[config.mk]
export PLATFORM = sky130hd
export DESIGN_NAME = mem_arbiter
export DESIGN_NICKNAME = d
export VERILOG_FILES = /design/src/rtl/mem_pkg.sv /design/src/rtl/mem_arbiter_arb_pick.sv /design/src/rtl/mem_arbiter.sv
export SDC_FILE = /design/constraint.sdc
export NUM_CORES = 1
export LEC_CHECK = 0
export ABC_AREA = 1
export ABC_CLOCK_PERIOD_IN_PS = 1700
export CORE_AREA = 2 2 118 120
export DETAILED_ROUTE_END_ITERATION = 6
export DIE_AREA = 0 0 120 122
export DONT_BUFFER_PORTS = 1
export SETUP_SLACK_MARGIN = 0.4
export SYNTH_ARGS = -nofsm -noshare
export SYNTH_HDL_FRONTEND = slang
export SYNTH_HIERARCHICAL = 1
export SYNTH_SLANG_ARGS = --single-unit
[constraint.sdc]
create_clock -name clk -period 1.7 [get_ports clk]
set_input_delay 0.34 -clock clk [delete_from_list [all_inputs] [get_ports clk]]
set_output_delay 0.34 -clock clk [all_outputs]
set_load 0.05 [all_outputs]
[src/rtl/mem_pkg.sv]
// Shared types for the memory arbiter: request owners and FSM states.
// Owner encoding doubles as the round-robin last-grant pointer (MEM_ARBITER_RR_EN).
package mem_pkg;

  typedef enum logic [1:0] {
    OWN_NONE = 2'd0,
    OWN_I    = 2'd1,
    OWN_DR   = 2'd2,
    OWN_DW   = 2'd3
  } arb_owner_t;

  typedef enum logic [1:0] {
    IDLE    = 2'd0,
    XFER_I  = 2'd1,
    XFER_DR = 2'd2,
    XFER_DW = 2'd3
  } arb_state_t;

  // One-hot grant bit positions.
  localparam int unsigned GNT_I  = 0;
  localparam int unsigned GNT_DR = 1;
  localparam int unsigned GNT_DW = 2;

endpackage

[src/rtl/mem_arbiter_arb_pick.sv]
// Combinational winner selection; one-hot grant {dw, dr, i}.
// Fixed priority dw > dr > i, or round-robin from the last grant when MEM_ARBITER_RR_EN is defined.
module arb_pick
  import mem_pkg::*;
(
  input  logic       i_ireq,
  input  logic       i_drreq,
  input  logic       i_dwreq,
  input  arb_owner_t i_ptr,
  output logic [2:0] o_gnt
);

`ifdef MEM_ARBITER_RR_EN
  // Search starts at the requester after the last grant: I -> DR -> DW -> I.
  always_comb begin
    o_gnt = 3'b000;
    case (i_ptr)
      OWN_DR: begin
        if (i_dwreq)      o_gnt[GNT_DW] = 1'b1;
        else if (i_ireq)  o_gnt[GNT_I]  = 1'b1;
        else if (i_drreq) o_gnt[GNT_DR] = 1'b1;
      end
      OWN_DW: begin
        if (i_ireq)       o_gnt[GNT_I]  = 1'b1;
        else if (i_drreq) o_gnt[GNT_DR] = 1'b1;
        else if (i_dwreq) o_gnt[GNT_DW] = 1'b1;
      end
      default: begin
        if (i_drreq)      o_gnt[GNT_DR] = 1'b1;
        else if (i_dwreq) o_gnt[GNT_DW] = 1'b1;
        else if (i_ireq)  o_gnt[GNT_I]  = 1'b1;
      end
    endcase
  end
`else
  logic w_unused_ptr;
  assign w_unused_ptr = ^i_ptr;

  always_comb begin
    o_gnt = 3'b000;
    if (i_dwreq)      o_gnt[GNT_DW] = 1'b1;
    else if (i_drreq) o_gnt[GNT_DR] = 1'b1;
    else if (i_ireq)  o_gnt[GNT_I]  = 1'b1;
  end
`endif

endmodule

[src/rtl/mem_arbiter.sv]
// Three-port (fetch, data read, data write) arbiter onto one memory port; one IDLE cycle between transactions.
// Acks are combinational on m_ack; MEM_ARBITER_RR_EN enables round-robin instead of fixed priority.
module mem_arbiter
  import mem_pkg::*;
#(
  parameter int XLEN = 32
) (
  input  logic              clk,
  input  logic              reset_n,
  input  logic              i_req,
  input  logic [XLEN-1:0]   i_addr,
  output logic              i_ack,
  output logic [XLEN-1:0]   i_rdata,
  input  logic              dr_req,
  input  logic [XLEN-1:0]   dr_addr,
  output logic              dr_ack,
  output logic [XLEN-1:0]   dr_rdata,
  input  logic              dw_req,
  input  logic [XLEN-1:0]   dw_addr,
  input  logic [XLEN-1:0]   dw_wdata,
  input  logic [XLEN/8-1:0] dw_strb,
  output logic              dw_ack,
  output logic              m_req,
  output logic              m_we,
  output logic [XLEN-1:0]   m_addr,
  output logic [XLEN-1:0]   m_wdata,
  output logic [XLEN/8-1:0] m_strb,
  input  logic              m_ack,
  input  logic [XLEN-1:0]   m_rdata,
  output logic              busy
);

  arb_state_t        r_state;
  logic              r_m_req;
  logic              r_m_we;
  logic [XLEN-1:0]   r_m_addr;
  logic [XLEN-1:0]   r_m_wdata;
  logic [XLEN/8-1:0] r_m_strb;
  logic [2:0]        w_gnt;
  arb_owner_t        w_ptr;

`ifdef MEM_ARBITER_RR_EN
  arb_owner_t r_ptr;
  assign w_ptr = r_ptr;
`else
  assign w_ptr = OWN_I;
`endif

  arb_pick u_pick (
    .i_ireq  (i_req),
    .i_drreq (dr_req),
    .i_dwreq (dw_req),
    .i_ptr   (w_ptr),
    .o_gnt   (w_gnt)
  );

  always_ff @(posedge clk or negedge reset_n) begin
    if (!reset_n) begin
      r_state   <= IDLE;
      r_m_req   <= 1'b0;
      r_m_we    <= 1'b0;
      r_m_addr  <= '0;
      r_m_wdata <= '0;
      r_m_strb  <= '0;
`ifdef MEM_ARBITER_RR_EN
      r_ptr     <= OWN_I;
`endif
    end else begin
      case (r_state)
        IDLE: begin
          if (w_gnt[GNT_DW]) begin
            r_state   <= XFER_DW;
            r_m_req   <= 1'b1;
            r_m_we    <= 1'b1;
            r_m_addr  <= dw_addr;
            r_m_wdata <= dw_wdata;
            r_m_strb  <= dw_strb;
`ifdef MEM_ARBITER_RR_EN
            r_ptr     <= OWN_DW;
`endif
          end else if (w_gnt[GNT_DR] || w_gnt[GNT_I]) begin
            r_state   <= w_gnt[GNT_DR] ? XFER_DR : XFER_I;
            r_m_req   <= 1'b1;
            r_m_we    <= 1'b0;
            r_m_addr  <= w_gnt[GNT_DR] ? dr_addr : i_addr;
            r_m_wdata <= '0;
            r_m_strb  <= '0;
`ifdef MEM_ARBITER_RR_EN
            r_ptr     <= w_gnt[GNT_DR] ? OWN_DR : OWN_I;
`endif
          end
        end
        default: begin
          // Payload stays captured after completion; only m_req drops.
          if (m_ack) begin
            r_state <= IDLE;
            r_m_req <= 1'b0;
          end
        end
      endcase
    end
  end

  assign m_req   = r_m_req;
  assign m_we    = r_m_we;
  assign m_addr  = r_m_addr;
  assign m_wdata = r_m_wdata;
  assign m_strb  = r_m_strb;
  assign busy    = (r_state != IDLE);

  assign i_ack    = (r_state == XFER_I)  && m_ack;
  assign dr_ack   = (r_state == XFER_DR) && m_ack;
  assign dw_ack   = (r_state == XFER_DW) && m_ack;
  assign i_rdata  = i_ack  ? m_rdata : '0;
  assign dr_rdata = dr_ack ? m_rdata : '0;

endmodule

==> impl_results.md <==
- Status: finished with violations
- Failing checks: negative hold slack, negative setup slack
- Fmax: 556.6 MHz
- Clock Skews: 0.006324 ns
- Final Max Tran Viols: 0
- R2r worst-path depth: 10
- Critical path arrival: 1.46 ns
- Grt met1 use: 22.07%
- Critical path startpoint: r_state[0]
- P per Cell Area: 2020 nW/µm²
- Placement Rows: 43
- Vias in the first global route: 4143
- Post-DP HPWL: 10.06 mm
- TritonCTS clock tree: done
- Die ar.: 14640 µm²
- Final critical-path share of the clock period: 105.7%
- Total power: 14.30 mW
- Vias: 4355
- Root Driver: clkbuf_16
- Placed insts: 793
- IO Count: 308
- Total Routed Length: 15.19 mm
- Initial core utilization: 29.27%
- Reg2reg start: r_state[0]
- Mapped Cells: 575
- Kind of critical path: flop to output pin
- CTS buffer count: 9
- IO Port Bufs: 0
- Syn_area_per_cell: 6.874 µm²
- Final min period: 1.797 ns
- CTS Buffer Depth: 2
- Die Y: 122 µm
- Via/cell ratio: 5.160
- NumNets Final: 829
- Gr usage total: 19.26%
- # diodes: 0
- Synth-to-layout area growth: 79.08%
- Clock insertion delay at the later pin of the skew report: 0.33 ns
- Setup ws final: -0.09671 ns
- Setup Viol. Count Final: 61
- Area after DPL: 5535 µm²
- Worst Hold Class: input port to asynchronous set/reset pin
- P_sw: 7.595 mW
- Largest net degree at the start of global routing: 74
- R2R Path End: m_wdata[13]
- Static leakage: 3.276 nW
- Startpoint Class: flop
- Yosys Warn Count: 6
- DRC: 0
- Sw Share: 53.12%
- MaxCap Viol Count: 0
- Final Cell Area: 7078 µm²
- Met2 Use GR: 33.27%
- First-pass GRT wire length: 21.95 mm
- Proportion of layout cells with a drive suffix above 1: 55.87%
- Htree depth: 3
- Multi-input logic area: 2659 µm²
- DRT Pass-1 Iters: 4
- Die width: 120 µm
- Fin. Hold Viols: 72
- Post-layout util: 52.41%
- RSZ-0062 raised after global routing: true
- Flop pwr share: 41.8%
- FF/Latch Area: 1891 µm²
- Crit end category: output pin
- Setup TNS: -3.612 ns
- Internal power: 6.702 mW
- CP max FO: 11
- Initial antenna violation count: 0
- Busiest grt layer: met2
- FF-to-FF setup slack: -0.01 ns
- Measured slew at the worst slew-check pin: 0.7036 ns
- Relative slew slack: 52.98%
- Hold_ws: -0.2971 ns
- Grt ovf: 0
- RD Place Congestion: 0.7789
- CP required: 1.36 ns
- Gate power share: 44.6%
- Clock Sinks: 72
- WL/cell: 18.00 µm
- Core ar.: 13500 µm²
- Synth Cell Area: 3953 µm²
- Final std cells w/o fill: 844
- Clk pwr share: 13.6%
- Post-synth net total: 745
- # fillers: 1170
- Met3 global-route usage: 5.665%
- Antenna Nets Post-Route: 0
- DR iter-0 viols: 255
- Worst-path clk slew: 0.07 ns
- Max VDD drop: 0.8608 mV
per-layer routing:
layer,wire length (µm),vias to the layer above
li1,-,1978
met1,5436,2069
met2,7911,268
met3,1329,40
met4,514,0
met5,0,-
critical path: stages, from the launching register on:
cell and delay, ns:
dfrtp_2 0.46, nor2_4 0.15, inv_4 0.08, buf_16 0.17, nor2_4 0.13, buf_12 0.14
sequential cells by signal, summed over array words and instances, names as in the netlist:
register / count
m_we: 1
m_wdata: 32
m_strb: 4
m_addr: 32
m_req: 1
r_state: 2
cell usage in the layout (no fill, tap or decap), types with 2 or more instances in the layout:
| cell | count |
|---|---|
| nor2_2 | 4 |
| nand2_8 | 3 |
| nand3_1 | 132 |
| nand2_1 | 124 |
| inv_4 | 2 |
| buf_8 | 5 |
| inv_2 | 4 |
| buf_4 | 6 |
| nand2_2 | 63 |
| clkbuf_16 | 10 |
| buf_16 | 9 |
| nor2_4 | 65 |
| nand2_4 | 24 |
| dfrtp_2 | 71 |
| buf_12 | 44 |
| inv_1 | 34 |
| buf_6 | 50 |
| clkinvlp_4 | 3 |
worst max-delay path by stage:
stage / end / slack [ns] / cells after the start
finish: dr_rdata[11] / -0.1 / 5
global route: dr_rdata[11] / -0.16 / 6
CTS: dr_rdata[10] / -0.12 / 5
detailed placement: m_addr[29] / -0.10 / 7
global placement: m_addr[10] / 0.01 / 7
floorplan: dr_rdata[10] / -0.04 / 5
power groups by stage:
stage	logic [mW]	registers (mW)	clock network, mW
final	6.38	5.98	1.94
after global routing	6.78	6.05	2.06
after CTS	5.50	5.89	1.99
after detailed placement	4.09	5.75	0
after global placement	3.99	5.75	0
after floorplan	3.11	5.51	0
repair_timing:
action                     in CTS  in global routing
gates cloned                    8                  2
hold endpoints to repair       72                 72
resized for setup             141                126
buffers inserted               17                  8
pin swaps                       4                 36
setup endpoints to repair     208                140
layout make-up:
type                    instances  area share (%)
clock inverters                 7           1.114
inverters                      41           2.298
flip-flops and latches         72           26.71
well taps                     180           3.182
clock buffers                   9           3.182
multi-input cells             420           37.56
repair buffers                115           25.95
stage by stage:
stage	hold WS, ns	setup slack, ns
floorplan	0.04441	-0.03873
global route	-0.3222	-0.1621
global placement	0.04578	0.01221
CTS	-0.3171	-0.1244
finish	-0.2971	-0.09671
detailed placement	0.04543	-0.1030
Power figures use the tool's default switching activity.
==> patch 1: new RTL, config.mk and constraints unchanged <==
The parameter `XLEN` goes from 32 to 24.
--- a/src/rtl/mem_arbiter.sv
+++ b/src/rtl/mem_arbiter.sv
@@ -5,3 +5,3 @@
 #(
-  parameter int XLEN = 32
+  parameter int XLEN = 24
 ) (
Interface: changed (11 resized); port bits go from 308 to 234. No check against the original RTL was run, so the function may have changed too.
==> patch 1 against the original RTL <==
The flow still finishes with violations (negative hold slack, negative setup slack). Area after synthesis decreased by 23%. Die area unchanged. Critical path depth decreased by 1. Synthesized cell count decreased by 24%. Via count decreased by 23%. Setup slack improved by 37 ps. Sequential cell count decreased by 17. Routed wire length decreased by 16%. Total power decreased by 25%. Maximum frequency increased by 2.1%. Cell area decreased by 21%. Non-clock buffer count decreased by 22. First-iteration DRC count decreased by 52%.
==> patch 1: results (changes against the original RTL) <==
metric	value	unit	change
htreeDepth	2		-1
setup_viol	52		-15%
cts_buffers	5		-4
fin_tns_setup	-1630	ps	+1980 ps
n_fill_cell	1302		+11%
place_congestion	0.757		-2.9%
wl	12700	µm	-16%
hold_class	primary input to async pin		
syn-num-nets	568		-24%
grt_usage	17.4	%	-1.9 points
grt_pass1_wl	19700	µm	-10%
grt_pass1_vias	3445		-17%
antenna_found_initial	0		unchanged
firstDrtPassIters	4		unchanged
setup_ws	-60.2	ps	+36.5 ps
p_leak	2.50	nW	-24%
routed_via_density	4.80		-7.0%
fin_skew	8.50	ps	+2.17 ps
relSlewSlack	49.2	%	-3.8 points
dp.cells	651		-18%
crit_fanout	12		+1
drive_gt1_share	45.7	%	-10 points
drt_iter0_drc	123		-52%
violations	negative hold slack, negative setup slack		
nets	644		-22%
clk_path_buf_depth	2		unchanged
avgSynthCellArea	6.91	µm²	+0.46%
cp_data_arrival_time	1420	ps	-40 ps
ir_worst_vdd	0.681	mV	-21%
intPower	5.00	mW	-25%
outcome	finished, violations left		
num_vias	3339		-23%
cp_top_family	flip-flops		
clk_latency	300	ps	-30 ps
hpwlAfterDp	7960	µm	-21%
finalHoldViolations	55		-24%
grt_max_degree	57		-23%
fin_hold_ws	-267	ps	+30.6 ps
ys.warnings.count	6		unchanged
[patch 1: cell types whose count changed in the layout (fill, tap and decap cells not counted), sizes merged, moves of 2 or more]
cell	change
nand2	-48
nand3	-33
buf	-22
dfrtp	-17
nor2	-16
inv	-7
clkbuf	-5
o21ai	+3
clkinv	-2
[patch 1: stage by stage]
| step | util, % | hold slack, ps | setup slack [ps] | instance area (µm²) | power, mW |
|---|---|---|---|---|---|
| 3_5_place_dp | 33.6 | 45.5 | 22.9 | 4540 | 7.74 |
| 2_1_floorplan | - | 44.4 | -37.5 | 3460 | 6.57 |
| 3_3_place_gp | 33.6 | 45.6 | 51.8 | 4540 | 7.64 |
| 6_report | 41.7 | -267 | -60.2 | 5630 | 10.7 |
| 5_1_grt | 41.7 | -286 | -121 | 5630 | 11.2 |
| 4_1_cts | 40.6 | -278 | -72.1 | 5490 | 10.6 |
[patch 1: worst paths after layout]
check | slack (ps) | end | cells after the start | from
max | -60 | i_rdata[2] | 4 | r_state[0]
min | -270 | m_addr[4] | 0 | reset_n
max reg2reg | 0 | m_addr[23] | 10 | r_state[1]
min reg2reg | 630 | r_state[0] | 2 | r_state[0]
max in group asynchronous | 1840 | m_wdata[14] | 0 | reset_n
min in group clk | 110 | r_state[1] | 1 | m_ack
[patch 1: area by class of cell]
cell class              instances  area share (%)
clock buffers                   5            2.22
multi-input cells             326            34.6
repair inverters                1           0.289
clock inverters                 3           0.445
flip-flops and latches         55            25.5
repair buffers                 93            30.4
inverters                      33            2.54
well taps                     180            4.00
[patch 1: repair_timing]
item / CTS / global route
setup buffers: 15 / 5
endpoints found under the hold margin: 55 / 55
resized for setup: 86 / 39
pin swaps: 12 / 20
cloned: 17 / 0
endpoints found under the setup margin: 126 / 133
[patch 1: power by group through the flow]
stage / logic, mW / registers, mW / clock network, mW
global route: 5.51 / 4.55 / 1.15
global placement: 3.25 / 4.39 / 0
finish: 5.16 / 4.48 / 1.06
detailed placement: 3.34 / 4.40 / 0
CTS: 5.04 / 4.42 / 1.10
floorplan: 2.37 / 4.21 / 0
[patch 1: metal layers]
layer	up-vias	GRT usage, %	routed length, µm
li1	1541	-	-
met1	1588	19.9	4690
met2	202	31.0	6460
met3	8	5.99	1450
met4	0	4.56	114
met5	-	0	0
==> patch 2: new RTL, same settings <==
Made on the original files. Re-encode `arb_state_t` (4 states) as one-hot, 4 bits wide.
--- a/src/rtl/mem_pkg.sv
+++ b/src/rtl/mem_pkg.sv
@@ -11,7 +11,7 @@
 
-  typedef enum logic [1:0] {
-    IDLE    = 2'd0,
-    XFER_I  = 2'd1,
-    XFER_DR = 2'd2,
-    XFER_DW = 2'd3
+  typedef enum logic [3:0] {
+    IDLE    = 4'b0001,
+    XFER_I  = 4'b0010,
+    XFER_DR = 4'b0100,
+    XFER_DW = 4'b1000
   } arb_state_t;
Function: no difference found for any inputs over 4 cycles, from zero or initial values and one cycle with reset_n low; so few cycles prove little.
==> patch 2 against the original RTL <==
Total power shrank 4.4%. Area after synthesis is 2.1% higher. Sequential cell count rose by 2. The run still ends with negative hold slack, negative setup slack left. Utilization up 4.2 points. Cell area is 8.1% higher. Worst hold slack worse by 3.9 ps. Sequential power up 3.5%. Routed wire length grew 11%. Setup slack got worse by 240 ps. Cell count grew 2.4%. Synthesized cell count rose by 1.7%.
==> patch 2: results (changes against the original RTL) <==
metric	value	unit	change
outcome	finished, violations left		
violations	negative hold slack, negative setup slack		
dp.cells	814		+2.6%
rr_worst_depth	8		-2
intPower	6.50	mW	-3.0%
timing.rr.end	r_state[3]		
p_comb_share	39.5	%	-5.1 points
wl_per_cell	19.6	µm	+8.6%
n_fill_cell	1152		-1.5%
tightest_slew	344	ps	-360 ps
avgSynthCellArea	6.90	µm²	+0.34%
crit_end	dr_rdata[12]		
timing.reg2reg.setup_slack	110	ps	+120 ps
placed_area	0.00598	mm²	+8.0%
antenna_found_initial	0		unchanged
grt_max_degree	75		+1.4%
place_congestion	0.851		+9.3%
finalHoldViolations	74		+2.8%
p_leak	3.47	nW	+5.8%
cp_top_family	simple AND/OR/NAND/NOR gates		
fin_skew	4.91	ps	-1.42 ps
ant_nets	0		unchanged
grt_pass1_vias	4155		+0.29%
final_cell_area	0.00765	mm²	+8.1%
crit_fanout	12		+1
setup_ws	-340	ps	-243 ps
hpwlAfterDp	10700	µm	+6.5%
grt_pass1_wl	22900	µm	+4.5%
max_stage_delay	390	ps	-70 ps
drt_iter0_drc	223		-13%
setup_viol	68		+11%
fin_hold_ws	-301	ps	-3.87 ps
cp_data_arrival_time	1700	ps	+240 ps
syn-num-nets	755		+1.3%
cts-resized-gates	102		-28%
seq_power	6.19	mW	+3.5%
routed_via_density	4.98		-3.5%
post_cts_buffers	12		-5
cellPowerDensity	1790	mW/mm²	-12%
crit_path_top_delay_cell	dfrtp_1		
cp-end-kind	output pin		
cts_buffers	9		unchanged
preCtsSetupSlack	20.2	ps	+123 ps
grt_usage	20.7	%	+1.5 points
cp-startpoint	r_state[1]		
nets	849		+2.4%
wl	16900	µm	+11%
fin_tns_setup	-19400	ps	-15790 ps
clockRootBuffer	clkbuf_16		
ir_worst_vdd	0.950	mV	+10%
r2r-start	r_state[0]		
drive_gt1_share	59.1	%	+3.2 points
## patch 2: cell count changes in the layout (fill, tap and decap cells not counted), moves of 3 or more
cell / delta
nand2_2: +4
inv_1: +3
buf_12: +27
buf_4: +9
clkbuf_16: +7
nand2_4: +20
buf_6: -35
nand2_1: +12
buf_16: -4
nand3_1: -29
## patch 2: area by class of cell
type / instances / share of cell area (%)
clock inverters: 7 / 1.32
multi-input cells: 428 / 36.8
inverters: 43 / 2.29
repair inverters: 4 / 0.720
repair buffers: 119 / 27.7
flip-flops and latches: 74 / 25.4
well taps: 180 / 2.94
clock buffers: 9 / 2.94
## patch 2: layer usage
| layer | vias to the layer above | routed length (µm) | track usage, % |
|---|---|---|---|
| met3 | 29 | 1450 | 5.76 |
| met5 | - | 0 | 0 |
| li1 | 2004 | - | - |
| met2 | 252 | 9270 | 39.2 |
| met1 | 2018 | 5780 | 22.1 |
| met4 | 0 | 402 | 6.84 |
